## src/rtl/ddr_capture_pipe.sv

```systemverilog
`default_nettype none
// ============================================================================
// Module  : ddr_capture_pipe
// Brief   : Dual-edge capture pipes, DDR rebuild on q and posedge pair packing.
// Revision: 1.0 - initial release
// ============================================================================
module ddr_capture_pipe #(
    parameter int               WIDTH   = 8,
    parameter int               DEPTH   = 1,
    parameter logic [WIDTH-1:0] RST_VAL = '0,
    parameter int               CNT_W   = 16
) (
    input  logic               clk,
    input  logic               rst_n,
    input  logic               en,
    input  logic               ddr_mode,
    input  logic [WIDTH-1:0]   d,
    output logic [WIDTH-1:0]   q,
    output logic [2*WIDTH-1:0] word,
    output logic               word_valid,
    output logic [CNT_W-1:0]   pair_cnt
);

    localparam int              FILL_W  = $clog2(DEPTH + 1);
    localparam logic [FILL_W:0] DEPTH_C = (FILL_W + 1)'(DEPTH);

    logic [WIDTH-1:0]   r_pipe_q [DEPTH];
    logic [WIDTH-1:0]   f_pipe_q [DEPTH];
    logic               en_q;
    logic               mode_q;
    logic [FILL_W-1:0]  fill_q;
    logic [FILL_W-1:0]  fill_d;
    logic [2*WIDTH-1:0] word_q;
    logic [2*WIDTH-1:0] word_d;
    logic               word_valid_q;
    logic               word_valid_d;
    logic [CNT_W-1:0]   pair_cnt_q;
    logic [CNT_W-1:0]   pair_cnt_d;

    logic [WIDTH-1:0]   w_r_last;
    logic [WIDTH-1:0]   w_f_last;
    logic [FILL_W:0]    w_fill_inc;
    logic               w_pair_done;
    logic               w_mode_chg;

    assign w_r_last    = r_pipe_q[DEPTH-1];
    assign w_f_last    = f_pipe_q[DEPTH-1];
    assign w_pair_done = mode_q & en_q;
    assign w_mode_chg  = ddr_mode ^ mode_q;
    assign w_fill_inc  = {1'b0, fill_q} + (FILL_W + 1)'(1);

    // A pair is the rise sample of the previous posedge plus the fall sample in between;
    // both last stages still hold it here because the shift happens on this same edge.
    always_comb begin
        fill_d       = fill_q;
        word_d       = word_q;
        word_valid_d = 1'b0;
        pair_cnt_d   = pair_cnt_q;
        if (w_pair_done) begin
            word_d       = {w_f_last, w_r_last};
            pair_cnt_d   = pair_cnt_q + CNT_W'(1);
            fill_d       = (w_fill_inc >= DEPTH_C) ? DEPTH_C[FILL_W-1:0] : w_fill_inc[FILL_W-1:0];
            word_valid_d = (w_fill_inc >= DEPTH_C);
        end
        if (w_mode_chg) begin
            fill_d       = '0;
            word_valid_d = 1'b0;
        end
    end

    always_ff @(posedge clk or negedge rst_n) begin
        if (!rst_n) begin
            for (int i = 0; i < DEPTH; i++) begin
                r_pipe_q[i] <= RST_VAL;
            end
            en_q         <= 1'b0;
            mode_q       <= 1'b0;
            fill_q       <= '0;
            word_q       <= '0;
            word_valid_q <= 1'b0;
            pair_cnt_q   <= '0;
        end else begin
            en_q         <= en;
            mode_q       <= ddr_mode;
            fill_q       <= fill_d;
            word_q       <= word_d;
            word_valid_q <= word_valid_d;
            pair_cnt_q   <= pair_cnt_d;
            if (en) begin
                r_pipe_q[0] <= d;
                for (int i = 1; i < DEPTH; i++) begin
                    r_pipe_q[i] <= r_pipe_q[i-1];
                end
            end
        end
    end

    // Gated by the posedge-registered enables so each fall capture pairs with the rise before it.
    always_ff @(negedge clk or negedge rst_n) begin
        if (!rst_n) begin
            for (int i = 0; i < DEPTH; i++) begin
                f_pipe_q[i] <= RST_VAL;
            end
        end else if (mode_q && en_q) begin
            f_pipe_q[0] <= d;
            for (int i = 1; i < DEPTH; i++) begin
                f_pipe_q[i] <= f_pipe_q[i-1];
            end
        end
    end

    assign q          = (mode_q && !clk) ? w_f_last : w_r_last;
    assign word       = word_q;
    assign word_valid = word_valid_q;
    assign pair_cnt   = pair_cnt_q;

endmodule
`default_nettype wire

```

## config.mk

```make
export PLATFORM = sky130hd
export DESIGN_NAME = ddr_capture_pipe
export DESIGN_NICKNAME = d
export VERILOG_FILES = /design/src/rtl/ddr_capture_pipe.sv
export SDC_FILE = /design/constraint.sdc
export NUM_CORES = 1
export LEC_CHECK = 0
export ABC_AREA = 1
export BUFFER_PORTS_ARGS = -buffer_cell sky130_fd_sc_hd__clkbuf_2
export CORE_UTILIZATION = 35
export DETAILED_ROUTE_END_ITERATION = 8
export PLACE_DENSITY_LB_ADDON = 0.15
export SLEW_MARGIN = 25
export SYNTH_ARGS = -nofsm -noshare
export SYNTH_HDL_FRONTEND = slang
export SYNTH_SLANG_ARGS = --single-unit
```

## constraint.sdc

```tcl
create_clock -name clk -period 2.7 [get_ports clk]
set_clock_uncertainty 0.2 [all_clocks]
set_input_delay 0.135 -clock clk [delete_from_list [all_inputs] [get_ports clk]]
set_output_delay 0.135 -clock clk [all_outputs]
set_load 0.1 [all_outputs]
```

==> results of run 1 <==
-- through the flow --
stage	std cells	hold WS, ps	power (mW)	utilization	setup TNS (ps)
6_report	421	18.7	3.55	0.565	-1250
5_1_grt	421	81.5	3.71	0.565	-1620
4_1_cts	415	31.9	3.57	0.556	-1300
3_5_place_dp	374	-81.1	2.33	0.434	-55.9
3_3_place_gp	374	-85.3	2.33	0.434	-18.9
2_1_floorplan	246	-361	2.13	-	-7800
-- power breakdown --
part / switching, mW / internal, mW / leakage (nW)
combinational: 0.744 / 0.176 / 0.785
sequential: 0.0865 / 0.869 / 0.649
clock: 0.885 / 0.791 / 0.274
total: 1.72 / 1.84 / 1.71
-- flip-flops by register name, indices dropped and copies added, names as in the netlist --
signal,count
en_q,1
f_pipe_q,8
mode_q,1
pair_cnt,16
r_pipe_q,8
word,16
word_valid,1
-- logic make-up (layout without fill, tap and decap cells) --
family,Yosys count,in the layout,share of synthesized area
and+or+nand+nor,99,99,0.202
DFF,51,51,0.578
buffers and inverters,43,143,0.0804
AOI/OAI and AO/OA,42,42,0.0951
xor gates and xnor gates,10,10,0.0396
adders and majority gates,1,1,0.00566
-- routing by layer --
layer | GRT usage | part of all wire
met1 | 0.207 | 0.45
met2 | 0.248 | 0.47
met3 | 0.0900 | 0.065
met4 | 0.146 | 0.014
met5 | 0 | 0
-- cell type report --
type,count,area [um2],area share
sequential,51,1280,0.377
multi-input combinational,152,873,0.258
timing repair buffer,85,579,0.171
clock buffer,20,382,0.113
inverter,34,128,0.0377
tap,75,93.8,0.0277
clock inverter,4,50.0,0.0148
-- cells in the final DEF, fill, tap and decap left out --
| cell type | n |
|---|---|
| o21ai_1 | 2 |
| clkbuf_1 | 1 |
| nor2_2 | 1 |
| nor3_2 | 1 |
| clkbuf_8 | 4 |
| clkbuf_2 | 44 |
| nand2_4 | 2 |
| clkinvlp_2 | 1 |
| bufinv_16 | 1 |
| o21ai_4 | 8 |
| nand2_1 | 62 |
| dlygate4sd3_1 | 19 |
| nor2_4 | 4 |
| nor2_1 | 8 |
| dfrtp_1 | 43 |
| nand2_2 | 9 |
| xnor2_1 | 4 |
| xor2_1 | 6 |
| clkinv_4 | 1 |
| nor3_1 | 2 |
| buf_6 | 1 |
| nand4_1 | 4 |
| dfrtn_1 | 8 |
| inv_1 | 26 |
| clkbuf_16 | 12 |
| nand3_1 | 5 |
| nand3_2 | 1 |
| inv_2 | 8 |
| ha_1 | 1 |
| buf_4 | 24 |
| o21ai_0 | 32 |
| inv_4 | 1 |
-- worst paths after layout --
kind                       slack (ps)           to
max                              -250         q[5]
min reg2reg                       290     word[12]
min                                20      word[3]
max reg2reg                        70  f_pipe_q[0]
min in group clk                  190       mode_q
max in group asynchronous         590  f_pipe_q[1]
-- timing repair --
| action | in CTS | in global routing |
|---|---|---|
| endpoints found under the setup margin | 16 | 20 |
| buffers inserted | 10 | 6 |
| endpoints found under the hold margin | 52 | 0 |
| pin swaps | 8 | 0 |
| hold buffers | 19 | 0 |
| gates resized for setup | 65 | 2 |
| gates cloned | 1 | 0 |
==> summary.md, run 1 <==
| Metric | Value |
|---|---|
| Outcome | finished with violations |
| Violated checks | negative setup slack |
| Initial core utilization | 0.369 |
| Syn Inst Count | approximately 250 |
| HP Class | in2async |
| Syn Nets | ~260 |
| Setup crit start | f_pipe_q[5] |
| Static leakage | between 1.5 and 2 nW |
| Pwr Density | between 1000 and 1500 mW/mm2 |
| Levels on crit path | 3 |
| IO Port Bufs | 52 |
| Total number of vias | between 1500 and 2000 |
| Share of synthesized registers carrying an async set or reset | 1.00 |
| Peak VDD IR | between 1 and 1.5 mV |
| Synth area leaders | dfrtp_1 (49%), nand2_1 (12%), o21ai_0 (9.3%) |
| CP Max Fanout | 2 |
| Largest net degree at the start of global routing | 40 |
| RR Startpoint | mode_q |
| Fraction of layout cells with a size suffix above 1 | 0.355 |
| Die Y | between 80 and 90 um |
| WP data arrival | approximately 2600 ps |
| CP required | about 2400 ps |
| First-pass GRT wire length | 8.67 mm |
| RSZ-0062 raised after global routing | true |
| Synth-to-Final Area Change | 53.1% |
| DP Area | 0.00260 mm2 |
| Crit path kind | reg2out |
| Initial DRC count | 64 |
| Number of library cell types mapped by synthesis | 23 |
| FF-to-FF path depth | 5 |
| Via-to-Cell Ratio | approximately 4.5 |
| CP cell instances | inv_2 > o21ai_4 > clkbuf_16 |
| Final-report setup violation count | 16 |
| Syn_area_per_cell | around 9.0 um2 |
| Top-count cell post-synth | nand2_1 |
| # nets final | ~360 |
| # fillers | roughly 540 |
| Netlist area before placement | approximately 0.0022 mm2 |
| Gr usage total | 0.179 |
| Post-synthesis sequential area ratio | 0.578 |
| Antenna Nets Post-Route | 0 |
| Post-synth top cells | nand2_1 (71), dfrtp_1 (43), o21ai_0 (41) |
| Seq cells post-synth | 51 |
| Crit path buf inv count | 2 |
| Slowest CP cell | dfrtn_1 |
| Cell taking the most area after synthesis | dfrtp_1 |
| Die area | about 0.0066 mm2 |
| CP endpoint kind | output port |
| Initial antenna violation count | 0 |
| First drt pass iteration count | 4 |
| Top Ports | 53 |
| Cell Rows | 28 |
| DRC violations left | 0 |
| Startpoint types | flip-flop |
| Rel. slew slack | 0.625 |
| Yosys top cell area share | 0.487 |
| Routability cong. | 0.728 |
| Synth Flop Type | dfrtp_1 |
| WL final | 5.18 mm |
| Max-cap violations | 0 |
| Clk_lat worst skew | around 430 ps |
| Die width | just over 80 um |
| Post-route setup slack | -254 ps |
| Avg WL per Cell | about 12 um |
| Worst-path clk slew | 100 ps |
| Vias in the first global route | ~2000 |
| Pre-CTS WS | -16.3 ps |
| YS warnings | 0 |
| Dpl hpwl | about 3.2 mm |
| Final Hold Fails | 0 |
| ANT cells | 0 |
| TritonCTS clock tree | yes |
| Grt total ovfl | 0 |
| Cell family with most CP delay | flip-flops |
| Slew Viols, Final | 0 |
| Measured slew at the worst slew-check pin | approximately 570 ps |
| Slowest cell delay on critical path | 420 ps |
| Core Region | about 0.006 mm2 |
| Post-synth EDFFs | 0 |
| Final instance area | 0.00338 mm2 |
No activity file was read; power rests on OpenSTA's default activity.
==> inputs of run 2 (changes only) <==
Settings changed: CORE_UTILIZATION 35 to 55.
==> summary.md, run 2 (same netlist as run 1, synthesis figures left out) <==
| Metric | Value |
|---|---|
| Violated checks | negative setup slack |
| HP Class | in2async |
| Sequential Power Share | 0.267 |
| ANT cells | 0 |
| Sw power | 1.83 mW |
| Register area | 0.00128 mm2 |
| WP data arrival | between 2000 and 3000 ps |
| Post-layout util | 0.903 |
| Synth-to-Final Area Change | 53.0% |
| Post-route setup slack | -192 ps |
| Worst-path clk slew | roughly 90 ps |
| Dpl hpwl | around 3.2 mm |
| Core Region | between 0.003 and 0.004 mm2 |
| Fraction of layout cells with a size suffix above 1 | 0.398 |
| # fillers | ~140 |
| Top Ports | 53 |
| Placed Cells | 349 |
| Gr usage total | 0.338 |
| Antenna Nets Post-Route | 0 |
| Int Power | ~1.8 mW |
| Final-report setup violation count | 23 |
| Routability cong. | 0.879 |
| Cell Rows | 22 |
| Via-to-Cell Ratio | around 5.8 |
| Die width | 65.4 um |
| Non-filler cells, final | 390 |
| Static leakage | approximately 1.7 nW |
| Peak VDD IR | between 0.9 and 1 mV |
| Rel. slew slack | 0.626 |
| TritonCTS clock tree | yes |
| Largest net degree at the start of global routing | 40 |
| RSZ-0062 raised after global routing | true |
| Crit path kind | reg2out |
| Initial DRC count | roughly 220 |
| Power Total | between 3 and 4 mW |
| WL final | ~7.5 mm |
| Grt total ovfl | 0 |
| Final Hold Fails | 0 |
| Measured slew at the worst slew-check pin | 563 ps |
| Avg WL per Cell | just under 20 um |
| Switching Share | 0.501 |
| IO Port Bufs | 52 |
| CP Max Fanout | 2 |
| Vias in the first global route | ~2200 |
| Slew Viols, Final | 0 |
| Comb pwr share | 0.264 |
| Pre-CTS WS | -30.9 ps |
| Clk_lat worst skew | about 520 ps |
| First drt pass iteration count | 7 |
| Total number of vias | around 2300 |
| # nets final | between 300 and 400 |
| CP endpoint kind | output port |
| First-pass GRT wire length | ~10 mm |
| Pwr Density | 1080 mW/mm2 |
| Startpoint types | flip-flop |
| Die Y | 65.4 um |
| Max-cap violations | 0 |
| Commonest cells after routing, fill and taps aside | nand2_1 (55), clkbuf_2 (44), dfrtp_1 (43) |
| Outcome | finished with violations |
| Clock power frac | 0.469 |
| Die area | approximately 0.0043 mm2 |
| Initial antenna violation count | 0 |
| Footprint of the multi-input gates | ~930 um2 |
| DRC violations left | 0 |
| Commonest non-fill, non-tap cell in the layout | nand2_1 |
| CP required | 2370 ps |
| Initial core utilization | 0.590 |
-- run 2: final timing paths --
| kind | endpoint | from | cells past startpoint | slack, ps |
|---|---|---|---|---|
| hold / removal | word[1] | rst_n | 2 | 40 |
| min in group clk | mode_q | ddr_mode | 2 | 70 |
| hold reg to reg | word[10] | word[10] | 2 | 300 |
| max in group asynchronous | f_pipe_q[6] | rst_n | 2 | 570 |
| setup / recovery | q[7] | f_pipe_q[7] | 3 | -190 |
| setup reg to reg | f_pipe_q[1] | mode_q | 5 | -130 |
-- run 2: metal layers --
metal,part of all wire,vias up,GRT usage
met2,0.48,177,0.506
met5,0,-,0
met3,0.081,48,0.142
li1,-,960,-
met4,0.069,0,0.307
met1,0.36,1076,0.359
-- run 2: per-stage QoR --
| stage | hold WS [ps] | setup TNS (ps) | cell area, um2 |
|---|---|---|---|
| floorplan | -361 | -7800 | 2220 |
| global placement | -87.2 | -15.9 | 2580 |
| detailed placement | -82.3 | -101 | 2580 |
| CTS | 38.9 | -1140 | 3260 |
| global route | 78.2 | -2060 | 3380 |
| finish | 40.1 | -1730 | 3380 |
-- run 2: worst max-delay path, stage by stage, from the launching register on --
cell,delay [ps]
dfrtn_1,390
inv_2,50
o21ai_4,130
clkbuf_16,220
-- run 2: power by group through the flow --
stage                     Sequential [mW]  Clock (mW)  Combinational [mW]
after floorplan                      1.51       0.468               0.146
after global placement              0.960       0.513               0.849
after detailed placement            0.967       0.513               0.860
after CTS                           0.960        1.68               0.902
after global routing                0.979        1.77               0.997
final                               0.973        1.71               0.965
-- run 2: layout make-up --
class,instances,area share
tap,48,0.0178
clock buffer,24,0.125
clock inverter,2,0.00444
multi-input combinational,152,0.276
inverter,34,0.0385
sequential,51,0.377
timing repair buffer,79,0.161
-- run 2: timing repair --
| action | 4_1_cts | 5_1_grt |
|---|---|---|
| cloned | 0 | 1 |
| setup buffers | 10 | 6 |
| endpoints found under the setup margin | 16 | 24 |
| gates resized for setup | 81 | 18 |
| hold buffers | 12 | 0 |
| endpoints found under the hold margin | 50 | 0 |
| pin swaps | 8 | 1 |
